$ cat config.mk
export PLATFORM = sky130hd
export DESIGN_NAME = fp16_div_seq
export DESIGN_NICKNAME = d
export VERILOG_FILES = /design/src/rtl/fp16_div_seq.sv
export SDC_FILE = /design/constraint.sdc
export NUM_CORES = 1
export LEC_CHECK = 0
export ABC_AREA = 1
export CORE_AREA = 2 2 94 96
export CTS_CLUSTER_SIZE = 20
export DETAILED_ROUTE_END_ITERATION = 7
export DIE_AREA = 0 0 96 98
export HOLD_SLACK_MARGIN = 0.12
export PLACE_DENSITY_LB_ADDON = 0.2
export SLEW_MARGIN = 0
export SYNTH_ARGS = -nofsm -noshare
export SYNTH_HDL_FRONTEND = slang
export SYNTH_SLANG_ARGS = --single-unit
$ cat constraint.sdc
create_clock -name clk -period 2.3 [get_ports clk]
set_input_delay 0.575 -clock clk [delete_from_list [all_inputs] [get_ports clk]]
set_output_delay 0.575 -clock clk [all_outputs]
set_load 0.05 [all_outputs]
$ cat src/rtl/fp16_div_seq.sv
// fp16_div_seq -- sequential IEEE half-precision divider.
// Restoring mantissa division yields one quotient bit per cycle over 13 DIV cycles.
// One NORM cycle follows, then done pulses in the cycle after NORM.
// Subnormals are not supported: any operand with bits [14:0] == 0 is zero, and
// every other operand is treated as normal with a hidden 1.
// Exponent 31 gets no special handling.
// Build option: define FP_DIV_ROUND_EN for round-to-nearest-even.
// Without FP_DIV_ROUND_EN the result is truncated and no incrementer is built.
// Latency is the same in both builds.

module fp16_div_seq (
    input  logic        clk,
    input  logic        rst,
    input  logic        start,
    input  logic [15:0] a,
    input  logic [15:0] b,
    output logic        busy,
    output logic        done,
    output logic [15:0] y,
    output logic        dbz
);

    typedef enum logic [1:0] {
        S_IDLE,
        S_DIV,
        S_NORM
    } state_t;

    // Counter value on the 13th (last) DIV cycle.
    localparam logic [3:0] DIV_LAST = 4'd12;

    state_t             state_q;
    logic [3:0]         cnt_q;
    logic [11:0]        rem_q;       // partial remainder, always < 2*divisor
    logic [11:0]        rem_d;
    logic [12:0]        quo_q;       // quotient, q[12] has weight 2^0
    logic [12:0]        quo_d;
    logic [10:0]        dvs_q;       // divisor mantissa with hidden 1
    logic signed [6:0]  ediff_q;     // ea - eb
    logic               sign_q;
    logic               za_q;
    logic               zb_q;
    logic               busy_q;
    logic               done_q;
    logic               dbz_q;
    logic               dbz_d;
    logic [15:0]        y_q;
    logic [15:0]        y_d;

    logic               q_bit;
    logic [10:0]        r_sub;
    logic [9:0]         man;
    logic signed [6:0]  e;

`ifdef FP_DIV_ROUND_EN
    logic               guard;
    logic               sticky;
    logic [10:0]        man_inc;
`else
    // Guard/sticky-only bit, unused when truncating.
    logic               unused_trunc_bit;
    assign unused_trunc_bit = quo_q[0];
`endif

    // One restoring-division step: compare, conditionally subtract, shift left.
    always_comb begin
        q_bit = (rem_q >= {1'b0, dvs_q});
        // When q_bit is clear the remainder is already below the divisor, so bit 11 is zero.
        r_sub = q_bit ? 11'(rem_q - {1'b0, dvs_q}) : rem_q[10:0];
        rem_d = {r_sub, 1'b0};
        quo_d = {quo_q[11:0], q_bit};
    end

    // Normalise, optionally round, then apply range and special-case selection.
    always_comb begin
        // NOTE: every variable gets a default first so no path leaves it unassigned (no latch).
        y_d   = 16'h0000;
        dbz_d = 1'b0;
        if (quo_q[12]) begin
            man = quo_q[11:2];
            e   = ediff_q + 7'sd15;
        end else begin
            man = quo_q[10:1];
            e   = ediff_q + 7'sd14;
        end
`ifdef FP_DIV_ROUND_EN
        guard   = quo_q[12] ? quo_q[1] : quo_q[0];
        sticky  = (quo_q[12] & quo_q[0]) | (rem_q != 12'd0);
        man_inc = {1'b0, man} + {10'd0, guard & (sticky | man[0])};
        if (man_inc[10]) begin
            man = 10'd0;
            e   = e + 7'sd1;
        end else begin
            man = man_inc[9:0];
        end
`endif
        if (za_q && zb_q) begin
            y_d   = 16'h7E00;
            dbz_d = 1'b1;
        end else if (zb_q) begin
            y_d   = {sign_q, 5'b11111, 10'd0};
            dbz_d = 1'b1;
        end else if (za_q) begin
            y_d   = {sign_q, 15'd0};
        end else if (e >= 7'sd31) begin
            y_d   = {sign_q, 5'b11111, 10'd0};
        end else if (e <= 7'sd0) begin
            y_d   = {sign_q, 15'd0};
        end else begin
            y_d   = {sign_q, e[4:0], man};
        end
    end

    // Control FSM with datapath registers and registered outputs.
    always_ff @(posedge clk or posedge rst) begin
        if (rst) begin
            state_q <= S_IDLE;
            cnt_q   <= 4'd0;
            rem_q   <= 12'd0;
            quo_q   <= 13'd0;
            dvs_q   <= 11'd0;
            ediff_q <= 7'sd0;
            sign_q  <= 1'b0;
            za_q    <= 1'b0;
            zb_q    <= 1'b0;
            busy_q  <= 1'b0;
            done_q  <= 1'b0;
            dbz_q   <= 1'b0;
            y_q     <= 16'h0000;
        end else begin
            // NOTE: non-blocking assignments: every register samples pre-edge values.
            case (state_q)
                S_IDLE: begin
                    done_q <= 1'b0;
                    if (start) begin
                        rem_q   <= {1'b0, 1'b1, a[9:0]};
                        dvs_q   <= {1'b1, b[9:0]};
                        quo_q   <= 13'd0;
                        ediff_q <= $signed({2'b00, a[14:10]}) - $signed({2'b00, b[14:10]});
                        sign_q  <= a[15] ^ b[15];
                        za_q    <= (a[14:0] == 15'd0);
                        zb_q    <= (b[14:0] == 15'd0);
                        cnt_q   <= 4'd0;
                        busy_q  <= 1'b1;
                        state_q <= S_DIV;
                    end
                end
                S_DIV: begin
                    rem_q <= rem_d;
                    quo_q <= quo_d;
                    cnt_q <= cnt_q + 4'd1;
                    if (cnt_q == DIV_LAST) begin
                        state_q <= S_NORM;
                    end
                end
                S_NORM: begin
                    y_q     <= y_d;
                    dbz_q   <= dbz_d;
                    done_q  <= 1'b1;
                    busy_q  <= 1'b0;
                    state_q <= S_IDLE;
                end
                default: begin
                    state_q <= S_IDLE;
                end
            endcase
        end
    end

    assign busy = busy_q;
    assign done = done_q;
    assign y    = y_q;
    assign dbz  = dbz_q;

endmodule
After elaboration in Yosys (flattened, before gate mapping)
Cells that the tools add are included.
- word-level logic and storage cells: 59
- output and inout port bits: 19
- input bits: 35
- bits in registers: 71
- bitwise operators: 1
- $add $sub $neg: 5
- order comparisons: 3
- equal/unequal tests: 5
- reductions and logical operators: 10
- multiplexer cells: 22
- operator list (cell ; count):
    two-way mux 15 bit ; 4
    logical NOT 15 bit ; 2
    one-hot mux 13 bit (2 select lines) ; 1
    one-hot mux 12 bit (2 select lines) ; 1
    two-way mux 16 bit ; 1
    adder 7 x 5 -> 7 bit (second input constant) ; 2
    two-way mux 13 bit ; 1
    greater-or-equal comparator 12 x 11 -> 1 bit ; 1
    two-way mux 12 bit ; 1
    two-way mux 11 bit ; 1
    subtractor 11 bit ; 1
    two-way mux 10 bit ; 1
    one-hot mux 4 bit (2 select lines) ; 1
    AND reduction 2 bit ; 4
    greater-or-equal comparator 7 x 6 -> 1 bit (second input constant) ; 1
    <= comparator 7 x 1 -> 1 bit (second input constant) ; 1
    two-way mux 7 bit ; 1
    subtractor 5 x 5 -> 6 bit ; 1
    adder 4 x 1 -> 4 bit (second input constant) ; 1
    equality test 4 bit (second input constant) ; 1
    two-way mux 2 bit ; 2
    two-way mux 4 bit ; 1
    inequality test 2 bit (second input constant) ; 2
    one-hot mux 1 bit (2 select lines) ; 2
    other kinds (8) ; 11

Longest topological paths before layout
- depth after elaboration: 8
- depth in mapped cells: 16
- gate-level depth less buffers: 16

Worst setup path before layout
No wires, ideal clock.
- path kind: register to register
- start: register rem_q[0]
- end: register rem_q[10]
- data arrival time: 1.791 ns
- data required time: 2.184 ns
- setup time: 0.116 ns
- buffers on the path: 1
- cell stages (with the launch flop): 13
- path slack: 0.394 ns
- clock period less this slack: 1.906 ns
- cell sequence: dfrtp_1 > inv_1 > ha_1 > fa_1 > nor2_1 > nor2_1 > inv_1 > nand3_2 > nand3_4 > buf_8 > o21ai_1 > nor2_1 > nor2_1
- word-level cells in the longest chain between the ends: 3
- elaborated cells on any way between the ends: 4
- classes of those cells: add/sub (1); order compare (1); mux (2)
- RTL lines (what ; line ; RTL):
    from (decl) ; 34 ; logic [11:0] rem_q;
    from (signal assigned) ; 136 ; rem_q <= {1'b0, 1'b1, a[9:0]};
    from (signal assigned) ; 149 ; rem_q <= rem_d;
    subtractor 11 bit / greater-or-equal comparator 12 x 11 -> 1 bit (equally long branches) ; 69, 67 ;
    two-way mux 11 bit (*) ; 69 ; r_sub = q_bit ? 11'(rem_q - {1'b0, dvs_q}) : rem_q[10:0];
    one-hot mux 12 bit (2 select lines) (*) ; 132 ; case (state_q)
Mark *: on every way between the ends. The rest lies on a longest branch, timed or not.
A chain may end at the register's enable or synchronous reset.

Worst setup path after layout
- start: register done_q (netlist: done)
- end: output port done
- RTL lines (what ; line ; RTL):
    from (decl) ; 44 ; logic done_q;
    from (signal assigned) ; 127 ; done_q <= 1'b0;
    from (signal assigned) ; 134 ; done_q <= 1'b0;
    from (signal assigned) ; 159 ; done_q <= 1'b1;
    to (decl) ; 18 ; output logic done,
No word-level cell between the ends.

==> impl_metrics.env <==
export IMPL_status="complete, no violations"
export IMPL_finalSetupViolCount=0
export IMPL_cts_hold_buffers_added=0
export IMPL_clkTransAtPathRegs_ns=0.08
export IMPL_async_reset_ff_share_pct=100
export IMPL_synth_edf_count=0
export IMPL_min_period_over_period_pct=92.0
export IMPL_holdWs_ns=0.462
export IMPL_rr_endpoint="rem_q[4]$_DFFE_PP0P_"
export IMPL_overflow=0
export IMPL_place_area_mm2=0.00482
export IMPL_clock_skew_ns=0.00998
export IMPL_hp_start="dvs_q[10]$_DFFE_PP0P_"
export IMPL_critical_path_slowest_cell="clkdlybuf4s50_1"
export IMPL_grt_max_degree=71
export IMPL_fmax_mhz=473
export IMPL_finalCriticalPeriod_ns=2.12
export IMPL_postSynthAreaPerCell_um2=7.72
export IMPL_grtUsageTotal_pct=20.9
export IMPL_cp_start_kind="register"
export IMPL_cts_tree="yes"
export IMPL_hold_path_class="reg2reg"
export IMPL_drive_gt1_share_pct=8.35
export IMPL_cp_top_family="buffers and inverters"
export IMPL_yosysTopAreaCell="dfrtp_1"
export IMPL_worst_slew_pin_slew_ns=0.661
export IMPL_netlist_area_mm2=0.00411
export IMPL_clock_sinks=70
export IMPL_numCtsBuffers=9
export IMPL_worstHoldPathCells=2
export IMPL_yosys_warnings=0
export IMPL_worstSetupPathType="reg2out"
export IMPL_reg2reg_from="rem_q[0]$_DFFE_PP0P_"
export IMPL_crit_cells=1
export IMPL_netlist_instances=532
export IMPL_ys_flop_type="dfrtp_1"
export IMPL_crit_path_max_incr_delay_ns=0.81
export IMPL_cp_required_ns=1.73
export IMPL_vdd_drop_max_mv=0.777
export IMPL_ys_seq_elements=70
export IMPL_worstPathMaxFanout=2
export IMPL_htree_num_levels=3
export IMPL_drt_wirelength_per_cell_um=13.0
export IMPL_synthTopCellsByArea="dfrtp_1 43%, nand2_1 13%, inv_1 6.9%"
export IMPL_routabilityCongestion=0.880
export IMPL_area_growth_syn_to_layout_pct=22.1
export IMPL_pin_count=54
export IMPL_root_buffer="clkbuf_8"
export IMPL_port_buffers=53
export IMPL_drtIter0Drc=130
export IMPL_critPathBufInv=1
export IMPL_cap_viol_max_count=0
export IMPL_cp_cell_sequence="clkdlybuf4s50_1"
export IMPL_syn_nets=590
export IMPL_postCtsSetupBuffers=0
export IMPL_core_mm2=0.00847
export IMPL_rrSetupSlack_ns=0.23
export IMPL_dp_hpwl_um=6730
export IMPL_ys_seq_area_share_pct=42.6
export IMPL_rsz0062_at_grt="false"
export IMPL_yosysMostFrequentCell="nand2_1"
export IMPL_vias_per_cell=5.10
export IMPL_worstSkewPairLatency_ns=0.34
export IMPL_num_rows=34
export IMPL_cts_resized=0
export IMPL_die_w_um=96
export IMPL_initial_core_util_pct=48.5
export IMPL_synth_top_cell_area_share_pct=42.6
export IMPL_hold_violations=0
export IMPL_worstSetupEndpointType="output port"
export IMPL_ant_nets=0
export IMPL_grt_pass1_wl_um=15600
export IMPL_fill_cells=801
export IMPL_drt_pre_antenna_iters=4
export IMPL_synth_common_cells="141 x nand2_1, 76 x inv_1, 70 x dfrtp_1"
export IMPL_synth_distinct_cells=40
export IMPL_diodes=0
export IMPL_min_to="dvs_q[10]$_DFFE_PP0P_"
export IMPL_clock_path_buffers=2
export IMPL_wl_um=9210
export IMPL_antenna_found_initial=0
export IMPL_via_count=3604
export IMPL_p_leak_nw=2.48
export IMPL_p_per_area_mw_per_mm2=1510
export IMPL_grt_pass1_vias=3562
export IMPL_die_height_um=98
export IMPL_stdcell_area_mm2=0.00502
export IMPL_dieArea_mm2=0.00941
export IMPL_drc=0
export IMPL_reg2reg_depth=13
export IMPL_cp_arrival_ns=1.54
export IMPL_slew_violations=0
export IMPL_nNetsFinal=652
export IMPL_slew_limit_headroom_pct=55.9
[cells by family (layout without fill, tap and decap cells)]
| kind of cell | after synthesis | in the layout | share of synthesized area, % |
|---|---|---|---|
| fa+ha+maj | 23 | 23 | 7.37 |
| xor+xnor | 10 | 10 | 2.13 |
| mux | 1 | 1 | 0.244 |
| flops | 70 | 70 | 42.6 |
| simple gates | 240 | 240 | 25.8 |
| buf+inv | 97 | 164 | 9.26 |
| compound gates | 91 | 91 | 12.6 |
[flip-flops by register name (all words and copies together) (netlist names)]
register  count
dvs_q        11
quo_q        13
state_q       2
rem_q        12
y            16
zb_q          1
dbz           1
za_q          1
ediff_q       6
busy          1
sign_q        1
done          1
cnt_q         4
[area by class of cell]
| type | instances | area (um2) | share of cell area (%) |
|---|---|---|---|
| inverter | 82 | 312 | 6.21 |
| clock inverter | 5 | 58.8 | 1.17 |
| multi-input combinational | 365 | 1980 | 39.4 |
| tap | 108 | 135 | 2.69 |
| clock buffer | 11 | 141 | 2.82 |
| timing repair buffer | 66 | 641 | 12.8 |
| sequential | 70 | 1750 | 34.9 |
[through the flow]
| step | instances | setup TNS (ns) | setup WS (ns) | power (mW) | utilization (%) |
|---|---|---|---|---|---|
| 3_3_place_gp | 691 | -0.0568 | -0.0568 | 6.47 | 56.9 |
| 3_5_place_dp | 691 | -0.0998 | -0.0998 | 6.58 | 56.9 |
| 2_1_floorplan | 532 | 0 | 0.394 | 5.53 | - |
| 4_1_cts | 707 | 0 | 0.181 | 7.62 | 59.3 |
| 5_1_grt | 707 | 0 | 0.00544 | 8.35 | 59.3 |
| 6_report | 707 | 0 | 0.184 | 7.60 | 59.3 |
[placed cells by master, fill, tap and decap left out, types with 4 or more instances in the layout]
cell type / Yosys / layout
xor2_1: 5 / 5
or2_2: 4 / 4
o21ai_0: 45 / 45
xnor2_1: 5 / 5
a21oi_1: 11 / 11
nand3_1: 23 / 23
nand2_1: 141 / 141
clkdlybuf4s50_1: 0 / 53
nand3_2: 4 / 4
dfrtp_1: 70 / 70
nand4_1: 12 / 12
o21ai_1: 7 / 7
ha_1: 21 / 21
o22ai_1: 14 / 14
buf_4: 1 / 12
clkbuf_8: 0 / 10
inv_1: 76 / 75
nor2_1: 40 / 40
a21boi_1: 5 / 5
nor4_1: 4 / 4
inv_2: 5 / 5
[metal layers]
layer	wire (um)	track usage (%)
met2	4380	35.2
met1	4180	26.4
met4	214	7.80
met3	432	3.94
met5	0	0
[power by group]
group	total [mW]	internal [mW]	leakage (nW)	switching [mW]
sequential	2.08	1.76	0.857	0.319
clock	1.01	0.531	0.0955	0.480
combinational	4.50	1.68	1.53	2.83
[how the worst max path moves through the flow]
stage / slack (ns) / end / from
final: 0.18 / done / done$_DFFE_PP0P_
after global routing: 0.005 / rem_q[4]$_DFFE_PP0P_ / rem_q[0]$_DFFE_PP0P_
after CTS: 0.18 / done / done$_DFFE_PP0P_
after detailed placement: -0.1 / ediff_q[4]$_DFFE_PP0P_ / a[10]
after global placement: -0.06 / ediff_q[4]$_DFFE_PP0P_ / a[10]
after floorplan: 0.39 / rem_q[10]$_DFFE_PP0P_ / rem_q[0]$_DFFE_PP0P_
(Power assumes the default switching activity.)
